==> src/rtl/imem_loader_if.sv <==
// imem_loader_if: host byte stream plus instruction-memory write port.
// slave = the loader (consumes bytes, drives writes); master = its environment.
interface imem_loader_if #(
    parameter int ADDR_W = 8
);
    logic              byte_valid;
    logic [7:0]        byte_data;
    logic              byte_ready;
    logic              imem_we;
    logic [ADDR_W-1:0] imem_addr;
    logic [31:0]       imem_wdata;

    modport master (
        output byte_valid, byte_data,
        input  byte_ready, imem_we, imem_addr, imem_wdata
    );

    modport slave (
        input  byte_valid, byte_data,
        output byte_ready, imem_we, imem_addr, imem_wdata
    );
endinterface

==> src/rtl/imem_loader.sv <==
// imem_loader: fills instruction memory from a framed host byte stream
// (SYNC, WC lo, WC hi, WC little-endian words[, checksum]) and gates the core.
// Ports: clk, reset (sync, active-low), bus (imem_loader_if.slave: byte
// stream in, imem write port out), core_enable, busy, done, error.
// Optional: define IMEM_LOADER_CHECKSUM_EN to require a trailing XOR byte.
module imem_loader #(
    parameter int          ADDR_W    = 8,
    parameter logic [7:0]  SYNC_BYTE = 8'hA5
) (
    input  logic         clk,
    input  logic         reset,
    imem_loader_if.slave bus,
    output logic         core_enable,
    output logic         busy,
    output logic         done,
    output logic         error
);

    localparam int          DEPTH   = 1 << ADDR_W;
    localparam logic [16:0] DEPTH_V = 17'(DEPTH);

    typedef enum logic [2:0] {
        S_IDLE,
        S_LEN0,
        S_LEN1,
        S_DATA,
        S_CHECK,
        S_DONE,
        S_ERROR
    } state_t;

    state_t            state;
    logic [7:0]        wc_lo;
    logic [15:0]       words_left;
    logic [1:0]        bcnt;
    logic [23:0]       word;
    logic [ADDR_W-1:0] widx;

    logic        accept;
    logic [7:0]  din;
    logic [15:0] wc_new;

    // The loader never back-pressures the host.
    assign bus.byte_ready = 1'b1;
    assign accept = bus.byte_valid;
    assign din    = bus.byte_data;
    assign wc_new = {din, wc_lo};

`ifdef IMEM_LOADER_CHECKSUM_EN
    logic [7:0] csum;

    // Running XOR of everything after SYNC; restarts on each SYNC.
    always_ff @(posedge clk) begin
        if (!reset) begin
            csum <= 8'h00;
        end else if (accept) begin
            if (state == S_IDLE || state == S_DONE || state == S_ERROR)
                csum <= 8'h00;
            else
                csum <= csum ^ din;
        end
    end
`endif

    always_ff @(posedge clk) begin
        if (!reset) begin
            state          <= S_IDLE;
            core_enable    <= 1'b0;
            busy           <= 1'b0;
            done           <= 1'b0;
            error          <= 1'b0;
            bus.imem_we    <= 1'b0;
            bus.imem_addr  <= '0;
            bus.imem_wdata <= '0;
            wc_lo          <= '0;
            words_left     <= '0;
            bcnt           <= '0;
            word           <= '0;
            widx           <= '0;
        end else begin
            bus.imem_we <= 1'b0;
            // Index advances in the cycle after each write pulse.
            if (bus.imem_we)
                widx <= widx + 1'b1;

            if (accept) begin
                unique case (state)
                    S_IDLE, S_DONE, S_ERROR: begin
                        if (din == SYNC_BYTE) begin
                            state       <= S_LEN0;
                            busy        <= 1'b1;
                            done        <= 1'b0;
                            error       <= 1'b0;
                            core_enable <= 1'b0;
                        end
                    end
                    S_LEN0: begin
                        wc_lo <= din;
                        state <= S_LEN1;
                    end
                    S_LEN1: begin
                        widx          <= '0;
                        bus.imem_addr <= '0;
                        bcnt          <= '0;
                        words_left    <= wc_new;
                        if ({1'b0, wc_new} > DEPTH_V) begin
                            state <= S_ERROR;
                            busy  <= 1'b0;
                            error <= 1'b1;
                        end else if (wc_new == 16'd0) begin
`ifdef IMEM_LOADER_CHECKSUM_EN
                            state <= S_CHECK;
`else
                            state       <= S_DONE;
                            busy        <= 1'b0;
                            done        <= 1'b1;
                            core_enable <= 1'b1;
`endif
                        end else begin
                            state <= S_DATA;
                        end
                    end
                    S_DATA: begin
                        bcnt <= bcnt + 2'd1;
                        unique case (bcnt)
                            2'd0: word[7:0]   <= din;
                            2'd1: word[15:8]  <= din;
                            2'd2: word[23:16] <= din;
                            2'd3: begin
                                bus.imem_wdata <= {din, word};
                                bus.imem_we    <= 1'b1;
                                bus.imem_addr  <= widx;
                                words_left     <= words_left - 16'd1;
                                if (words_left == 16'd1) begin
`ifdef IMEM_LOADER_CHECKSUM_EN
                                    state <= S_CHECK;
`else
                                    state       <= S_DONE;
                                    busy        <= 1'b0;
                                    done        <= 1'b1;
                                    core_enable <= 1'b1;
`endif
                                end
                            end
                            default: ;
                        endcase
                    end
`ifdef IMEM_LOADER_CHECKSUM_EN
                    S_CHECK: begin
                        busy <= 1'b0;
                        if (din == csum) begin
                            state       <= S_DONE;
                            done        <= 1'b1;
                            core_enable <= 1'b1;
                        end else begin
                            state <= S_ERROR;
                            error <= 1'b1;
                        end
                    end
`endif
                    default: state <= S_IDLE;
                endcase
            end
        end
    end

endmodule

==> src/flat_wrapper.sv <==
// flat-port wrapper written by rule: the top's interface ports become plain ports
module imem_loader_flat 
#(
    parameter int          ADDR_W    = 8,
    parameter logic [7:0]  SYNC_BYTE = 8'hA5
)
  (clk, reset, core_enable, busy, done, error, bus_byte_valid, bus_byte_data, bus_byte_ready, bus_imem_we, bus_imem_addr, bus_imem_wdata);
  imem_loader_if #(.ADDR_W(ADDR_W)) bus_i ();
  input  logic clk;
  input  logic reset;
  output logic core_enable;
  output logic busy;
  output logic done;
  output logic error;
  input wire logic [$bits(bus_i.byte_valid)-1:0] bus_byte_valid;
  input wire logic [$bits(bus_i.byte_data)-1:0] bus_byte_data;
  output wire logic [$bits(bus_i.byte_ready)-1:0] bus_byte_ready;
  output wire logic [$bits(bus_i.imem_we)-1:0] bus_imem_we;
  output wire logic [$bits(bus_i.imem_addr)-1:0] bus_imem_addr;
  output wire logic [$bits(bus_i.imem_wdata)-1:0] bus_imem_wdata;
  assign bus_i.byte_valid = bus_byte_valid;
  assign bus_i.byte_data = bus_byte_data;
  assign bus_byte_ready = bus_i.byte_ready;
  assign bus_imem_we = bus_i.imem_we;
  assign bus_imem_addr = bus_i.imem_addr;
  assign bus_imem_wdata = bus_i.imem_wdata;
  imem_loader #(.ADDR_W(ADDR_W), .SYNC_BYTE(SYNC_BYTE)) u_core (.clk(clk), .reset(reset), .bus(bus_i), .core_enable(core_enable), .busy(busy), .done(done), .error(error));
endmodule
==> config.mk <==
export PLATFORM = sky130hd
export DESIGN_NAME = imem_loader_flat
export DESIGN_NICKNAME = d
export VERILOG_FILES = /design/src/rtl/imem_loader_if.sv /design/src/rtl/imem_loader.sv /design/src/flat_wrapper.sv
export SDC_FILE = /design/constraint.sdc
export NUM_CORES = 1
export LEC_CHECK = 0
export CAP_MARGIN = 20
export CORE_MARGIN = 2
export CORE_UTILIZATION = 40
export CTS_BUF_LIST = sky130_fd_sc_hd__clkbuf_8 sky130_fd_sc_hd__clkbuf_16
export CTS_CLUSTER_DIAMETER = 50
export DETAILED_ROUTE_END_ITERATION = 16
export SLEW_MARGIN = 20
export SYNTH_ARGS = -nofsm -noshare
export SYNTH_HDL_FRONTEND = slang
export SYNTH_SLANG_ARGS = --single-unit
==> constraint.sdc <==
create_clock -name clk -period 2.43 [get_ports clk]
set_clock_uncertainty 0.1 [all_clocks]
set_input_delay 0.243 -clock clk [delete_from_list [all_inputs] [get_ports clk]]
set_output_delay 0.243 -clock clk [all_outputs]
set_load 0.1 [all_outputs]
==> impl_metrics.ini <==
[outcome]
status = complete, no violations

[pwr]
vdd_drop_max_v = 0.0004440
p_sw_share_pct = 31.50
combPwrFrac_pct = 20.1
total_leakage_power_nw = 2.023
intPower_mw = 2.758
p_per_area_nw_per_um2 = 740.7
clkPwrFrac_pct = 33.3
switching_power_mw = 1.269
seqPwrFrac_pct = 46.6

[setup_path]
cp_max_fo = 18
required_ns = 2.57
cp-start-kind = flip-flop
cp-end-kind = flip-flop
crit_type = reg -> reg
arrival_ns = 2.27

[synth]
synthFlopType = dfxtp_1
syn_nets = 570
ys_warn_count = 0
synth_mux_area_share_pct = 2.657
synth_cell_types = 60
synth-edff-count = 0
ys_seq_area_share_pct = 46.50
synthCells = 552
synth_compound_area_share_pct = 18.18
synthAdderAreaFrac_pct = 1.937
synth_xor_area_share_pct = 1.550
synth_top_family_by_area = simple AND/OR/NAND/NOR gates
synth_async_sr_flop_share_pct = 0
synth_simple_gate_area_share_pct = 24.25
syn_area_um2 = 4521
syn_area_per_cell_um2 = 8.189
ys_ff_latch = 105

[sta]
clock.fmax_ghz = 0.4692
min_period_ns = 2.131
timing.setup.tns_ns = 0
final-setup-viol-count = 0
slew_headroom_pct = 62.40
rsz0062_at_grt = no
slew_viol_final = 0
max_slew.worst_pin.slew_ns = 0.5641
finalHoldViolations = 0
timing.hold.ws_ns = 0.3558
timing.final.crit_share_pct = 87.71

[floorplanning]
die_height_um = 110.3
row_count = 38
coreArea_um2 = 10940
die_w_um = 110.3
io_pins = 57
initial_utilization_pct = 41.34
dieArea_um2 = 12170

[clock_tree]
cts_root_buf = clkbuf_16
clk_latency_ns = 0.35
cts-htree-levels = 3
ctsHoldBuffers = 0
cts-resized-gates = 0
cts.reportedPaths.clkPinSlew_ns = 0.07
cts.sinks = 105
cts_tree = done
clock_path_buffers = 2
cts_setup_buffers = 0
cts_buffers = 9

[min_path]
min_path_type = reg -> reg

[routing]
ant_nets = 0
drc = 0
drt-initial-drc-count = 205
drt_wl_total_um = 11370
vias = 3989
drt-vias-per-instance = 5.340
drt_first_pass_iters = 4
wl_per_cell_um = 15.22

[finish]
antenna_cells = 0
drive_gt1_share_pct = 16.80
fin_area_um2 = 5436
layout.nets = 620
syn_to_final_growth_pct = 20.26

[grt]
grt_first_pass_wirelength_um = 18440
antenna_found_initial = 0
grt_pass1_vias = 3643
grtUsageTotal_pct = 19.98
grt_max_degree = 38
grt-ovfl-total = 0

[run]
maxCapViolations = 0

[place]
dp_hpwl_um = 8001
placed_area_um2 = 5162
gp_congestion = 0.8822
port_buffers = 55
[final cells by class]
type                    instances  area (um2)
clock buffers                   9       225.2
inverters                       7       26.28
repair buffers                 82       653.1
flip-flops and latches        105        2102
clock inverters                 7       48.80
well taps                     140       175.2
fillers                      1082        5499
multi-input cells             397        2206
[cells by family after synthesis]
logic type,Yosys count
simple gates,234
compound gates,135
flops,105
buf+inv,50
mux,12
xor+xnor,8
fa+ha+maj,7
other cells,1
[per-stage QoR]
step	power (mW)	utilization, %	instances	setup WS (ns)
after floorplan	2.500	-	552	0.5799
after global placement	2.702	47.21	731	0.2257
after detailed placement	2.716	47.21	731	0.2059
after CTS	4.056	49.71	747	0.3413
after global routing	4.200	49.71	747	0.1989
final	4.027	49.71	747	0.2987
[synth_stat cells, types with 5 or more instances]
cell type  count  area [um2]
a21oi_1       75       375.4
clkbuf_1      25       93.84
and3_1         6       37.54
or4_1          5       37.54
nor2_1        43       161.4
inv_1          6       22.52
ha_1           7       87.58
nand3_1       27       135.1
dfxtp_1      105        2102
xor2_1         6       52.55
mux2i_1       12       120.1
nand4_1        6       37.54
nand2_1      116       435.4
o21ai_0       14       70.07
buf_2         12       60.06
a21boi_0       5       37.54
o21a_1         6       45.04
a22oi_1        9       67.56
[layer usage]
metal	share of wire, %	vias to the layer above	GRT usage [%]
met4	0.76	0	4.643
met1	47	1908	24.84
li1	-	2003	-
met5	0	-	0
met3	3.8	10	5.820
met2	48	68	34.18
[layout by cell type (no fill, tap or decap), types with 9 or more instances in the layout]
master             n
nand2_1          116
dfxtp_1          105
a21oi_1           75
buf_4             71
nor2_1            43
nand3_1           27
o21ai_0           14
mux2i_1           12
clkdlybuf4s50_1   10
a22oi_1            9
clkbuf_16          9
[power groups by stage]
stage	clock (mW)	combinational, mW	sequential (mW)
6_report	1.34	0.809	1.88
5_1_grt	1.45	0.869	1.88
4_1_cts	1.38	0.806	1.87
3_5_place_dp	0	0.805	1.91
3_3_place_gp	0	0.795	1.91
2_1_floorplan	0	0.539	1.96
[registers in the layout, summed over array words and instances, names as in the netlist]
name / cells
u_core.words_left: 16
u_core.bus.imem_wdata: 32
u_core.core_enable: 1
u_core.word: 24
u_core.bus.imem_addr: 8
u_core.busy: 1
u_core.bus.imem_we: 1
u_core.state: 3
u_core.wc_lo: 8
u_core.bcnt: 2
u_core.widx: 8
u_core.error: 1
[worst max-delay path, cell delays in order, from the launching register on]
cell	delay, ns
dfxtp_1	0.52
and2b_1	0.31
and3_1	0.39
buf_4	0.25
nand2_1	0.08
buf_4	0.21
nand2_1	0.09
a21oi_1	0.06
[worst paths after layout]
path / slack, ns / cells past startpoint / start / endpoint
worst max-delay path: 0.30 / 7 / u_core.state[1] / u_core.bus.imem_wdata[20]
worst min-delay path: 0.36 / 2 / u_core.bus.imem_wdata[3] / u_core.bus.imem_wdata[3]
worst max register to register: 0.30 / 7 / u_core.state[1] / u_core.bus.imem_wdata[20]
worst min register to register: 0.36 / 2 / u_core.bus.imem_wdata[3] / u_core.bus.imem_wdata[3]
No activity file was read; power rests on OpenSTA's default activity.
